===== src/rtl/matmul_pkg.sv =====
// Shared types and constants for the matrix multiplier array, its job sequencer and benches.
package matmul_pkg;

    localparam int unsigned DATA_W_DEF = 32;

    typedef enum logic [2:0] {
        IDLE,
        START,
        WAIT_DONE,
        READ,
        EMIT
    } seq_state_t;

    // Index width for an n-wide dimension; never narrower than one bit.
    function automatic int unsigned idx_width(input int unsigned n);
        return (n > 1) ? $clog2(n) : 1;
    endfunction

endpackage


===== src/rtl/matmul_timeout_counter.sv =====
// Cycle counter guarding the wait for multiplier completion.
// expired rises on the TIMEOUT_CYCLES-th enabled cycle after clear and stays until cleared.
module matmul_timeout_counter #(
    parameter int unsigned TIMEOUT_CYCLES = 4096
) (
    input  logic clk,
    input  logic rst,
    input  logic clear,
    input  logic enable,
    output logic expired
);

    localparam int unsigned CNT_W = $clog2(TIMEOUT_CYCLES + 1);

    logic [CNT_W-1:0] cnt;

    // Count enabled cycles; flag one cycle early so expired is visible on the final counted cycle.
    always_ff @(posedge clk) begin
        if (rst || clear) begin
            cnt     <= '0;
            expired <= 1'b0;
        end else if (enable) begin
            cnt <= cnt + CNT_W'(1);
            if (cnt == CNT_W'(TIMEOUT_CYCLES - 2)) begin
                expired <= 1'b1;
            end
        end
    end

endmodule


===== src/rtl/matmul_job_sequencer.sv =====
// Job sequencer for the parallel matrix multiplier: start pulse, guarded wait for a
// fresh done, then row-major streaming of the N x N result with backpressure.
// Optional build macro MATMUL_SEQ_PERF_EN adds a 32-bit busy-cycle counter on perf_cycles.
module matmul_job_sequencer
    import matmul_pkg::*;
#(
    parameter int unsigned N              = 4,
    parameter int unsigned DATA_W         = DATA_W_DEF,
    parameter int unsigned IDX_W          = idx_width(N),
    parameter int unsigned TIMEOUT_CYCLES = 4096
) (
    input  logic              clk,
    input  logic              rst,
    input  logic              cmd_valid,
    output logic              cmd_ready,
    output logic              mul_start,
    input  logic              mul_done,
    output logic [IDX_W-1:0]  mul_z_i,
    output logic [IDX_W-1:0]  mul_z_j,
    input  logic [DATA_W-1:0] mul_z_out,
    output logic              res_valid,
    input  logic              res_ready,
    output logic [DATA_W-1:0] res_data,
    output logic [IDX_W-1:0]  res_row,
    output logic [IDX_W-1:0]  res_col,
    output logic              res_last,
    output logic              busy,
    output logic              error
`ifdef MATMUL_SEQ_PERF_EN
    ,
    output logic [31:0]       perf_cycles
`endif
);

    seq_state_t       state;
    logic [IDX_W-1:0] row_q;
    logic [IDX_W-1:0] col_q;
    logic             armed;
    logic             at_last_c;
    logic             tmo_clear_c;
    logic             tmo_enable_c;
    logic             tmo_expired;

    assign at_last_c    = (row_q == IDX_W'(N - 1)) && (col_q == IDX_W'(N - 1));
    assign tmo_clear_c  = (state == START);
    assign tmo_enable_c = (state == WAIT_DONE);

    // Read address into the array always follows the element counters.
    assign mul_z_i = row_q;
    assign mul_z_j = col_q;

    matmul_timeout_counter #(
        .TIMEOUT_CYCLES(TIMEOUT_CYCLES)
    ) u_timeout (
        .clk    (clk),
        .rst    (rst),
        .clear  (tmo_clear_c),
        .enable (tmo_enable_c),
        .expired(tmo_expired)
    );

    // Job FSM with registered handshake, status and result outputs.
    always_ff @(posedge clk) begin
        if (rst) begin
            state     <= IDLE;
            cmd_ready <= 1'b1;
            mul_start <= 1'b0;
            res_valid <= 1'b0;
            res_data  <= '0;
            res_row   <= '0;
            res_col   <= '0;
            res_last  <= 1'b0;
            busy      <= 1'b0;
            error     <= 1'b0;
            row_q     <= '0;
            col_q     <= '0;
            armed     <= 1'b0;
        end else begin
            mul_start <= 1'b0;
            case (state)
                IDLE: begin
                    if (cmd_valid && cmd_ready) begin
                        error     <= 1'b0;
                        row_q     <= '0;
                        col_q     <= '0;
                        mul_start <= 1'b1;
                        cmd_ready <= 1'b0;
                        busy      <= 1'b1;
                        state     <= START;
                    end
                end
                START: begin
                    armed <= 1'b0;
                    state <= WAIT_DONE;
                end
                WAIT_DONE: begin
                    // A done left over from the previous job must drop before it counts.
                    if (!mul_done) begin
                        armed <= 1'b1;
                    end
                    if (armed && mul_done) begin
                        state <= READ;
                    end else if (tmo_expired) begin
                        error     <= 1'b1;
                        busy      <= 1'b0;
                        cmd_ready <= 1'b1;
                        state     <= IDLE;
                    end
                end
                READ: begin
                    res_data  <= mul_z_out;
                    res_row   <= row_q;
                    res_col   <= col_q;
                    res_last  <= at_last_c;
                    res_valid <= 1'b1;
                    state     <= EMIT;
                end
                EMIT: begin
                    if (res_ready) begin
                        res_valid <= 1'b0;
                        if (res_last) begin
                            row_q     <= '0;
                            col_q     <= '0;
                            busy      <= 1'b0;
                            cmd_ready <= 1'b1;
                            state     <= IDLE;
                        end else begin
                            col_q <= col_q + IDX_W'(1);
                            if (col_q == IDX_W'(N - 1)) begin
                                row_q <= row_q + IDX_W'(1);
                            end
                            state <= READ;
                        end
                    end
                end
                default: begin
                    state <= IDLE;
                end
            endcase
        end
    end

`ifdef MATMUL_SEQ_PERF_EN
    logic [31:0] perf_cnt;

    // Saturating busy-cycle count; the total including the final cycle is published on the last handshake.
    always_ff @(posedge clk) begin
        if (rst) begin
            perf_cnt    <= '0;
            perf_cycles <= '0;
        end else begin
            if (state == IDLE && cmd_valid && cmd_ready) begin
                perf_cnt <= '0;
            end else if (state != IDLE && perf_cnt != '1) begin
                perf_cnt <= perf_cnt + 32'd1;
            end
            if (state == EMIT && res_ready && res_last) begin
                perf_cycles <= (perf_cnt == '1) ? perf_cnt : perf_cnt + 32'd1;
            end
        end
    end
`endif

endmodule


===== config.mk =====
export PLATFORM = sky130hd
export DESIGN_NAME = matmul_job_sequencer
export DESIGN_NICKNAME = d
export VERILOG_FILES = /design/src/rtl/matmul_pkg.sv /design/src/rtl/matmul_timeout_counter.sv /design/src/rtl/matmul_job_sequencer.sv
export SDC_FILE = /design/constraint.sdc
export NUM_CORES = 1
export LEC_CHECK = 0
export BUFFER_PORTS_ARGS = -buffer_cell sky130_fd_sc_hd__buf_2
export CAP_MARGIN = 0
export CORE_UTILIZATION = 54
export CTS_CLUSTER_SIZE = 8
export DETAILED_ROUTE_END_ITERATION = 10
export PLACE_DENSITY = 0.81
export SYNTH_ARGS = -nofsm -noshare
export SYNTH_HDL_FRONTEND = slang
export SYNTH_SLANG_ARGS = --single-unit

===== constraint.sdc =====
create_clock -name clk -period 4 [get_ports clk]
set_input_delay 0.4 -clock clk [delete_from_list [all_inputs] [get_ports clk]]
set_output_delay 0.4 -clock clk [all_outputs]
set_load 0.02 [all_outputs]

; Yosys cells after proc, flatten, opt, wreduce, memory -nomap -nowiden
; Index checks and enable logic that the tools add are counted.
[classes]
addsub = 3
n_eq_ne = 15
muxes = 32
bitwise = 1
reduce_logical = 19
[op_table]
columns = operator, n
row1 = 3-bit case mux with 5 select lines, 1
row2 = 2-bit 2-to-1 mux, 7
row3 = 13-bit by 1-bit adder with 13-bit output (second input constant), 1
row4 = 13-bit by 12-bit == test with 1-bit output (second input constant), 1
row5 = 1-bit 2-to-1 mux, 13
row6 = 3-bit 2-to-1 mux, 4
row7 = 2-bit inequality test (second input constant), 5
row8 = 2-bit case mux with 2 select lines, 2
row9 = 4-bit AND reduction, 2
row10 = 2-bit nonzero test, 4
row11 = 3-bit by 2-bit == test with 1-bit output (second input constant), 2
row12 = 1-bit case mux with 2 select lines, 3
row13 = 1-bit case mux with 3 select lines, 2
row14 = 2-bit AND reduction, 3
row15 = 3-bit AND reduction, 2
row16 = 6-bit AND reduction, 1
row17 = 2-bit by 1-bit adder with 2-bit output (second input constant), 2
row18 = 2-bit == test (second input constant), 2
row19 = 3-bit by 1-bit == test with 1-bit output (second input constant), 1
row20 = 3-bit == test (second input constant), 1
row21 = 1-bit logical AND, 3
row22 = 3-bit logical NOT, 1
row23 = 3-bit by 1-bit inequality test with 1-bit output (second input constant), 1
row24 = 3-bit inequality test (second input constant), 1
row25 = other kinds (5), 5
[word_totals]
ff_bits = 64
out_inout_bits = 46

; Logic depth before layout (Yosys ltp)
[depth]
depth_word = 5
ltp_mapped = 6
ltp_nobuf = 6

; Cells and area by module
; A second synthesis with hierarchy kept.
[hier_totals]
cells_unflattened = 312
hier_area_um2 = 2651.3
[modules_own_cells]
columns = module, n_inst, cells_per_inst, area_per_inst_um2
row1 = matmul_job_sequencer, 1, 237, 1973.1
row2 = matmul_timeout_counter, 1, 75, 678.2

; Worst setup path before layout
; OpenSTA, ideal clock, no wires.
[synth_path]
path_type = reg2reg
startpoint = reg state[0]
endpoint = reg u_timeout.cnt[9]
t_arrival_ns = 1.389
required_time_ns = 3.874
setup_slack_ns = 2.484
path_stages_with_launch = 7
path_buffers = 2
synth_period_minus_slack_ns = 1.516
path_cell_list = dfxtp_1 > buf_6 > or3b_4 > buf_6 > nor4_2 > xnor2_1 > nor2_2
[synth_between]
elab_chain_cells = 2
elab_cells_between_ends = 3
[synth_rtl]
columns = item, line
row1 = "start, declared", matmul_job_sequencer.sv:35  ; seq_state_t state;
row2 = "start signal, assigned", matmul_job_sequencer.sv:65  ; state <= IDLE;
row3 = "start signal, assigned", matmul_job_sequencer.sv:89  ; state <= START;
row4 = "start signal, assigned", matmul_job_sequencer.sv:94  ; state <= WAIT_DONE;
row5 = 3-bit by 1-bit == test with 1-bit output, matmul_job_sequencer.sv:45  ; assign tmo_clear_c = (state == START);
row6 = 1-bit logical OR, matmul_timeout_counter.sv:19  ; if (rst || clear) begin
row7 = "end signal, assigned", matmul_timeout_counter.sv:23  ; cnt <= cnt + CNT_W'(1);
row8 = "end, declared", matmul_timeout_counter.sv:15  ; logic [CNT_W-1:0] cnt;
; Parallel ways exist; a longest one is shown, timed or not.
; A chain may end at the register's enable or synchronous reset.

; Worst setup path in the final report
[layout_path]
startpoint = reg state[0]
endpoint = reg res_data[3]
[layout_between]
elab_chain_cells = 1
[layout_rtl]
columns = item, line
row1 = 3-bit by 2-bit == test with 1-bit output, matmul_job_sequencer.sv:80  ; case (state)
row2 = "end signal, assigned", matmul_job_sequencer.sv:111  ; res_data <= mul_z_out;
row3 = "end, declared", matmul_job_sequencer.sv:23  ; output logic [DATA_W-1:0] res_data,
; No other way between the ends.

==> results.json <==
{
  "status": "finished clean",
  "postCtsHoldBufs": 0,
  "synthTopCellsByArea": "dfxtp_1, nand2_1, a21oi_1",
  "cts_made_buffers": 9,
  "path_clk_slew_ps": 70,
  "syn_avg_cell_area_um2": 8.40,
  "ys_seq_area_share_pct": 49.8,
  "setup_viol": 0,
  "grt_pass1_vias": 2179,
  "initial_core_util_pct": 57.5,
  "clockRootBuffer": "clkbuf_8",
  "cts_num_sinks": 64,
  "syn_area_um2": 2570,
  "avgRoutedWirePerCell_um": 13.0,
  "globalRouteOverflowTotal": 0,
  "postRouteAntennaNets": 0,
  "leakage_nw": 1.31,
  "post-route-util_pct": 72.0,
  "core_um2": 4470,
  "drv_slew": 0,
  "grt_max_degree": 50,
  "cts.repair.resized": 0,
  "synth_top_area_cell": "dfxtp_1",
  "mostFrequentLayoutCell": "nand2_1",
  "endpoint_kind": "register",
  "place_congestion": 0.784,
  "critPathKind": "reg2reg",
  "tns_ps": 0,
  "power.internal_w": 0.00106,
  "clockBufferDepth": 2,
  "cp.required_ps": 4280,
  "synth.distinct_cells": 41,
  "n_antenna_cell": 0,
  "boundaryPins": 83,
  "slew_headroom_pct": 25.4,
  "dpl.cell_count": 426,
  "clock.fmax_ghz": 0.464,
  "holdWs_ps": 281,
  "rows": 24,
  "die_h_um": 71.0,
  "synth_seq_cells": 64,
  "drc_errors": 0,
  "cts_tree": "done",
  "post_cts_buffers": 0,
  "final_cell_mix": "nand2_1, buf_2, dfxtp_1, a21oi_1, nor2_1",
  "rsz0062_at_grt": "false",
  "insertion_delay_ps": 350,
  "htreeDepth": 3,
  "dpl_cell_area_um2": 2990,
  "syn-num-nets": 347,
  "syn_inst": 306,
  "final_cells": 442,
  "antenna_found_initial": 0,
  "drt-initial-drc-count": 156,
  "synth_top_area_share_pct": 49.8,
  "finalInstanceArea_um2": 3220,
  "die_w_um": 71.0,
  "fill_cells": 350,
  "hold_viol_final": 0,
  "swShare_pct": 24.2,
  "cp_max_fo": 30,
  "routed_wl_um": 5740,
  "power_density_nw_per_um2": 434,
  "layout_min_cycle_time_ps": 2160,
  "via_per_inst": 5.38,
  "worst_pin_slew_ps": 1120,
  "fin_crit_sh_pct": 53.9,
  "comb_power_share_pct": 7.5,
  "vias": 2379,
  "ir_drop_uv": 255,
  "die_area_um2": 5040,
  "sequentialPowerShare_pct": 47.4,
  "hpwl_um": 3740,
  "seqCellArea_um2": 1280,
  "finClkSkew_ps": 5.96,
  "drive_gt1_share_pct": 28.7,
  "switching_power_w": 0.000339,
  "worstPathArrival_ps": 2440,
  "holdCritPathClass": "in2reg",
  "track_usage_pct": 24.3,
  "grt_pass1_wl_um": 9540,
  "portBuffers": 82,
  "multi_input_area_um2": 1190,
  "p_clk_share_pct": 45.1,
  "yosys_warnings": 0,
  "areaGrowthSynthToFinish_pct": 25.2,
  "dr.pass1.iters": 7,
  "start_kind": "register",
  "drv_cap": 0,
  "num-nets-final": 426
}
==> cells in the mapped netlist, drive strengths merged <==
cell / instances
inv: 5
clkbuf: 10
or3b: 1
or4: 1
xnor2: 6
mux2: 1
a221oi: 1
o21ai: 4
nor4: 4
a21bo: 1
o21a: 1
nand4: 5
nor2b: 1
nor2: 17
and4: 2
o31ai: 3
a211oi: 3
a21o: 1
nor3b: 2
and3b: 1
nand3: 6
nor3: 4
nand2: 86
dfxtp: 64
ha: 4
or3: 1
nand3b: 2
nand2b: 2
xor2: 3
o211ai: 2
nand4b: 2
a31o: 2
mux2i: 1
a21oi: 49
o22ai: 1
buf: 7
==> registers in the layout, indices dropped and copies added (netlist names), 2 cells and up <==
signal and cells:
mul_z_i 2, res_col 2, res_data 32, mul_z_j 2
u_timeout.cnt 13, res_row 2, state 3
==> power by group through the flow <==
stage / Clock [W] / Combinational (W) / Sequential, W
5_1_grt: 0.000666 / 0.000113 / 0.000664
2_1_floorplan: 0 / 0.0000613 / 0.000680
6_report: 0.000631 / 0.000104 / 0.000662
3_5_place_dp: 0 / 0.000103 / 0.000676
4_1_cts: 0.000641 / 0.000104 / 0.000662
3_3_place_gp: 0 / 0.000102 / 0.000675
==> final timing paths <==
kind / startpoint / endpoint / slack (ps) / cells past startpoint
worst min-delay path: mul_z_out[8] / res_data[8] / 280 / 3
worst min register to register: res_data[31] / res_data[31] / 450 / 2
worst max-delay path: state[0] / res_data[3] / 1840 / 5
worst max register to register: state[0] / res_data[3] / 1840 / 5
==> final cells by class <==
class	count	share of cell area [%]
repair buffers	85	13.4
inverters	5	0.583
well taps	52	2.02
flip-flops and latches	64	39.8
multi-input cells	220	37.0
clock inverters	6	2.84
clock buffers	10	4.28
==> critical path: stages, from the launching register on <==
cell	delay (ps)
dfxtp_1	550
inv_1	140
nor3b_4	920
buf_4	300
nand2_1	70
a21oi_1	110
==> per-layer routing <==
layer  part of all wire [%]  track usage, %  up-vias
li1                       -               -     1205
met1                     44            28.8     1082
met2                     47            38.4       84
met3                    7.5            10.7        8
met4                    1.5            10.7        0
met5                      0               0        -
==> metrics by stage <==
stage / worst slack (ps) / power (W)
2_1_floorplan: 2480 / 0.000742
3_3_place_gp: 1900 / 0.000778
3_5_place_dp: 1840 / 0.000779
4_1_cts: 1820 / 0.00141
5_1_grt: 1590 / 0.00144
6_report: 1840 / 0.00140
==> cells by family after synthesis <==
group	synth area share, %
AO/OA/AOI/OAI	14.9
XOR/XNOR	3.07
adder cells (fa/ha/maj)	1.95
buffers and inverters	4.04
flip-flops	49.8
multiplexers	0.827
AND/OR/NAND/NOR	25.4
Note: power is estimated with default switching activity, not from simulation.
